==> src/rtl/serial_frame_tx.sv <==
// Parallel-to-serial frame transmitter driving a universal shift register's serial input.
// Shifts WIDTH bits MSB- or LSB-first at one bit per DIV clocks, with per-bit strobe and mode code.
module serial_frame_tx #(
  parameter int unsigned WIDTH = 8,
  parameter int unsigned DIV   = 4
) (
  input  logic             CLOCK,
  input  logic             RESET,
  input  logic [WIDTH-1:0] TX_DATA,
  input  logic             TX_DIR,
  input  logic             TX_VALID,
  output logic             TX_READY,
  input  logic             ABORT,
  output logic             S_OUT,
  output logic             SHIFT_EN,
  output logic [1:0]       CTRL_OUT,
  output logic             BUSY,
  output logic             DONE
);

  localparam int unsigned BIT_W = (WIDTH > 1) ? $clog2(WIDTH) : 1;
  localparam int unsigned DIV_W = (DIV > 1) ? $clog2(DIV) : 1;
  localparam logic [BIT_W-1:0] BIT_LAST = BIT_W'(WIDTH - 1);
  localparam logic [DIV_W-1:0] DIV_LAST = DIV_W'(DIV - 1);

  localparam logic [1:0] MODE_HOLD    = 2'b00;
  localparam logic [1:0] MODE_TO_MSB  = 2'b01;
  localparam logic [1:0] MODE_TO_LSB  = 2'b11;

  typedef enum logic [1:0] {
    IDLE  = 2'd0,
    SHIFT = 2'd1,
    FIN   = 2'd2
  } state_t;

  state_t           state, state_nxt;
  logic [WIDTH-1:0] shreg, shreg_nxt;
  logic             dir, dir_nxt;
  logic [BIT_W-1:0] bit_cnt, bit_cnt_nxt;
  logic [DIV_W-1:0] div_cnt, div_cnt_nxt;

  // State and datapath registers
  always_ff @(posedge CLOCK) begin
    if (RESET) begin
      state   <= IDLE;
      shreg   <= '0;
      dir     <= 1'b0;
      bit_cnt <= '0;
      div_cnt <= '0;
    end else begin
      state   <= state_nxt;
      shreg   <= shreg_nxt;
      dir     <= dir_nxt;
      bit_cnt <= bit_cnt_nxt;
      div_cnt <= div_cnt_nxt;
    end
  end

  // Next-state, datapath update and output decode
  always_comb begin
    state_nxt   = state;
    shreg_nxt   = shreg;
    dir_nxt     = dir;
    bit_cnt_nxt = bit_cnt;
    div_cnt_nxt = div_cnt;
    TX_READY    = 1'b0;
    BUSY        = 1'b0;
    DONE        = 1'b0;
    SHIFT_EN    = 1'b0;
    CTRL_OUT    = MODE_HOLD;
    S_OUT       = 1'b0;

    case (state)
      IDLE: begin
        TX_READY = 1'b1;
        if (TX_VALID) begin
          shreg_nxt   = TX_DATA;
          dir_nxt     = TX_DIR;
          bit_cnt_nxt = '0;
          div_cnt_nxt = '0;
          state_nxt   = SHIFT;
        end
      end

      SHIFT: begin
        BUSY     = 1'b1;
        CTRL_OUT = dir ? MODE_TO_LSB : MODE_TO_MSB;
        S_OUT    = dir ? shreg[0] : shreg[WIDTH-1];
        // Abort takes precedence over a strobe falling in the same cycle
        if (ABORT) begin
          shreg_nxt   = '0;
          bit_cnt_nxt = '0;
          div_cnt_nxt = '0;
          state_nxt   = IDLE;
        end else if (div_cnt == DIV_LAST) begin
          SHIFT_EN    = 1'b1;
          shreg_nxt   = dir ? {1'b0, shreg[WIDTH-1:1]} : {shreg[WIDTH-2:0], 1'b0};
          div_cnt_nxt = '0;
          if (bit_cnt == BIT_LAST) begin
            bit_cnt_nxt = '0;
            state_nxt   = FIN;
          end else begin
            bit_cnt_nxt = bit_cnt + BIT_W'(1);
          end
        end else begin
          div_cnt_nxt = div_cnt + DIV_W'(1);
        end
      end

      FIN: begin
        DONE      = 1'b1;
        state_nxt = IDLE;
      end

      default: begin
        state_nxt = IDLE;
      end
    endcase
  end

endmodule

==> config.mk <==
export PLATFORM = sky130hd
export DESIGN_NAME = serial_frame_tx
export DESIGN_NICKNAME = d
export VERILOG_FILES = /design/src/rtl/serial_frame_tx.sv
export SDC_FILE = /design/constraint.sdc
export NUM_CORES = 1
export LEC_CHECK = 0
export BUFFER_PORTS_ARGS = -buffer_cell sky130_fd_sc_hd__buf_2
export CORE_UTILIZATION = 45
export DETAILED_ROUTE_END_ITERATION = 8
export GPL_ROUTABILITY_DRIVEN = 0
export PLACE_DENSITY_LB_ADDON = 0.12
export SYNTH_ARGS = -nofsm -noshare
export SYNTH_HDL_FRONTEND = slang
export SYNTH_SLANG_ARGS = --single-unit
==> constraint.sdc <==
create_clock -name CLOCK -period 2.9 [get_ports CLOCK]
set_input_delay 0.145 -clock CLOCK [delete_from_list [all_inputs] [get_ports CLOCK]]
set_output_delay 0.145 -clock CLOCK [all_outputs]
set_load 0.05 [all_outputs]
==> results.cfg <==
[clocking]
cts_tree = done
cts_resized = 0
postCtsSetupRepairBufs = 0
cts_buffers = 3
cts_sinks = 16
htreeDepth = 1
clk_pin_slew_worst_paths_ns = 0.10
holdBufCountCts = 0
cts_buffer_depth = 2
ctsRootBufferMaster = clkbuf_4
clock_latency_ns = 0.28

[placed_design]
placed_cells = 130
io_buffer_count = 19
dpl.hpwl_um = 1322
place_ws_ns = 1.236
placed_cell_area_um2 = 965.9

[drt]
ant_nets = 0
wl_per_cell_um = 14.47
drc = 0
via_count = 772
firstDrtPassIters = 4
route.met2.wl_um = 840
met3WireLength_um = 65
met1Wirelength_um = 1020
totalWireLength_um = 1939
top_layer = met4
first_iter_violations = 8
drt-vias-per-instance = 5.761

[layout]
drive_gt1_frac = 0.3119
final_area_um2 = 1002
layout.cells.non_filler = 134
fin_nets = 126
syn2layout_area_growth_pct = 11.72
antennaDiodeCount = 0
fin_util = 0.5563

[global_route]
antenna_found_initial = 0
grt_max_degree = 17
grt_pass1_wl_um = 2994
grt_pass1_vias = 650
grt_usage = 0.1968
gr-total-overflow = 0

[timing]
clock_skew_ns = 0.003020
fin_setup_tns_ns = 0
tightest_slew_ns = 0.5635
finalSetupViolations = 0
fmax_ghz = 0.5005
timing.final.ws_setup_ns = 0.9019
layout_min_cycle_time_ns = 1.998
drv_slew = 0
fin_crit_sh = 0.6890
finalHoldWorstSlack_ns = 0.1176
relSlewSlack = 0.6239
rsz0062_at_grt = no
finalHoldViolCount = 0

[yosys]
synth-seq-area-share = 0.3570
yosys_warnings = 0
yosysTopAreaCell = dfxtp_1
netlist_area_um2 = 897.1
syn-mean-instance-area_um2 = 9.443
synth.top_cell.area_share = 0.3570
synthTopCellsByArea = dfxtp_1, mux2_2, a21oi_1
syn_nets = 111
synth_cell_types = 34
synthCells = 95
synth_seq_cells = 16

[setup_path]
cpPeakStageDelay_ns = 0.57
arrival_ns = 1.85
path_max_fanout = 13
start_kind = register
slowest_stage = nor3b_4
critPathTopFamily = simple AND/OR/NAND/NOR gates
crit_path_cell_trace = nor3b_4, and2_1, buf_2
required_ns = 2.76
critPathCaptureType = primary output
crit_buf_inv = 1
r2r_slack_ns = 1.31
crit_type = register to primary output

[floorplan]
start_util = 0.4979
die_y_um = 46.65
rows = 15
core_area_um2 = 1802
die_w_um = 46.65
ios = 20
dieArea_um2 = 2176

[run_status]
status = finished, final reports clean

[pwr]
p_per_area_nw_per_um2 = 480.9
ir_worst_vdd_uv = 336.0
power_mw = 0.4819
leakagePower_nw = 0.4167

[min_path]
min_path_type = primary input to register

[run]
cap_violations = 0
[cell type report]
class	instances	area, um^2
Clock buffer	4	36.28
Fill cell	190	799.5
Inverter	2	7.507
Multi-Input combinational cell	68	511.7
Sequential cell	16	320.3
Tap cell	25	31.28
Timing Repair Buffer	19	95.09
[registers in the layout (all words and copies together) (netlist names)]
register	count
dir	1
div_cnt	2
shreg	8
bit_cnt	3
state	2
[synth_stat cells, drive strengths merged]
| cell type | count |
|---|---|
| nor3b | 3 |
| clkbuf | 1 |
| and2 | 1 |
| a21oi | 13 |
| nor2 | 8 |
| nand2b | 1 |
| nor2b | 2 |
| nand2 | 1 |
| a2bb2oi | 1 |
| o21bai | 1 |
| mux2i | 3 |
| a311oi | 1 |
| buf | 8 |
| o21ai | 2 |
| nand4b | 1 |
| o21ba | 1 |
| dfxtp | 16 |
| nor4bb | 1 |
| a32oi | 1 |
| mux2 | 6 |
| or3b | 1 |
| nand3 | 1 |
| ha | 3 |
| a22oi | 6 |
| a211oi | 8 |
| and3b | 1 |
| nand4 | 1 |
| inv | 2 |
[per-layer routing]
layer  vias up  track usage
li1        384            -
met1       370       0.2762
met2        16       0.3000
met3         2      0.03529
met4         0      0.06857
met5         -            0
[cell usage in the layout, fill, tap and decap left out]
master     instances
buf_2             19
dfxtp_1           16
a21oi_1           13
nor2_1             7
a211oi_1           7
mux2_2             6
a22oi_1            6
mux2i_1            3
ha_1               3
clkbuf_4           3
inv_1              2
nor2b_1            2
o21ai_0            2
nand2b_1           1
nor3b_4            1
and2_1             1
o21bai_1           1
and3b_1            1
nor3b_2            1
nor2_2             1
a32oi_1            1
o21ba_2            1
or3b_1             1
nand2_1            1
nand4b_1           1
a311oi_1           1
a2bb2oi_1          1
nor3b_1            1
nand3_1            1
nand4_1            1
nor4bb_1           1
a211oi_2           1
clkbuf_8           1
[cells by family (layout without fill, tap and decap cells)]
kind of cell / count (synthesis) / after routing / share of synthesized area
simple gates: 22 / 22 / 0.1646
fa+ha+maj: 3 / 3 / 0.04185
flops: 16 / 16 / 0.3570
compound gates: 34 / 34 / 0.2552
buf+inv: 11 / 25 / 0.07252
mux: 9 / 9 / 0.1088
[final timing paths]
| check | from | to | depth (start not counted) |
|---|---|---|---|
| hold / removal | TX_DIR | dir | 3 |
| hold reg to reg | bit_cnt[0] | bit_cnt[0] | 1 |
| setup reg to reg | state[0] | shreg[7] | 3 |
| setup / recovery | state[0] | SHIFT_EN | 3 |
[worst register-to-register path, cell delays in order, from the launching register on]
cell,delay (ns)
dfxtp_1,0.52
nor3b_4,0.57
a32oi_1,0.18
a211oi_1,0.24
[power by group]
part           switching, mW  internal, mW  total, mW  leakage [nW]
combinational         0.0491        0.0371     0.0862         0.264
clock                 0.0728        0.0763      0.149        0.0210
sequential            0.0141         0.232      0.247         0.131
Note: power is estimated with default switching activity, not from simulation.
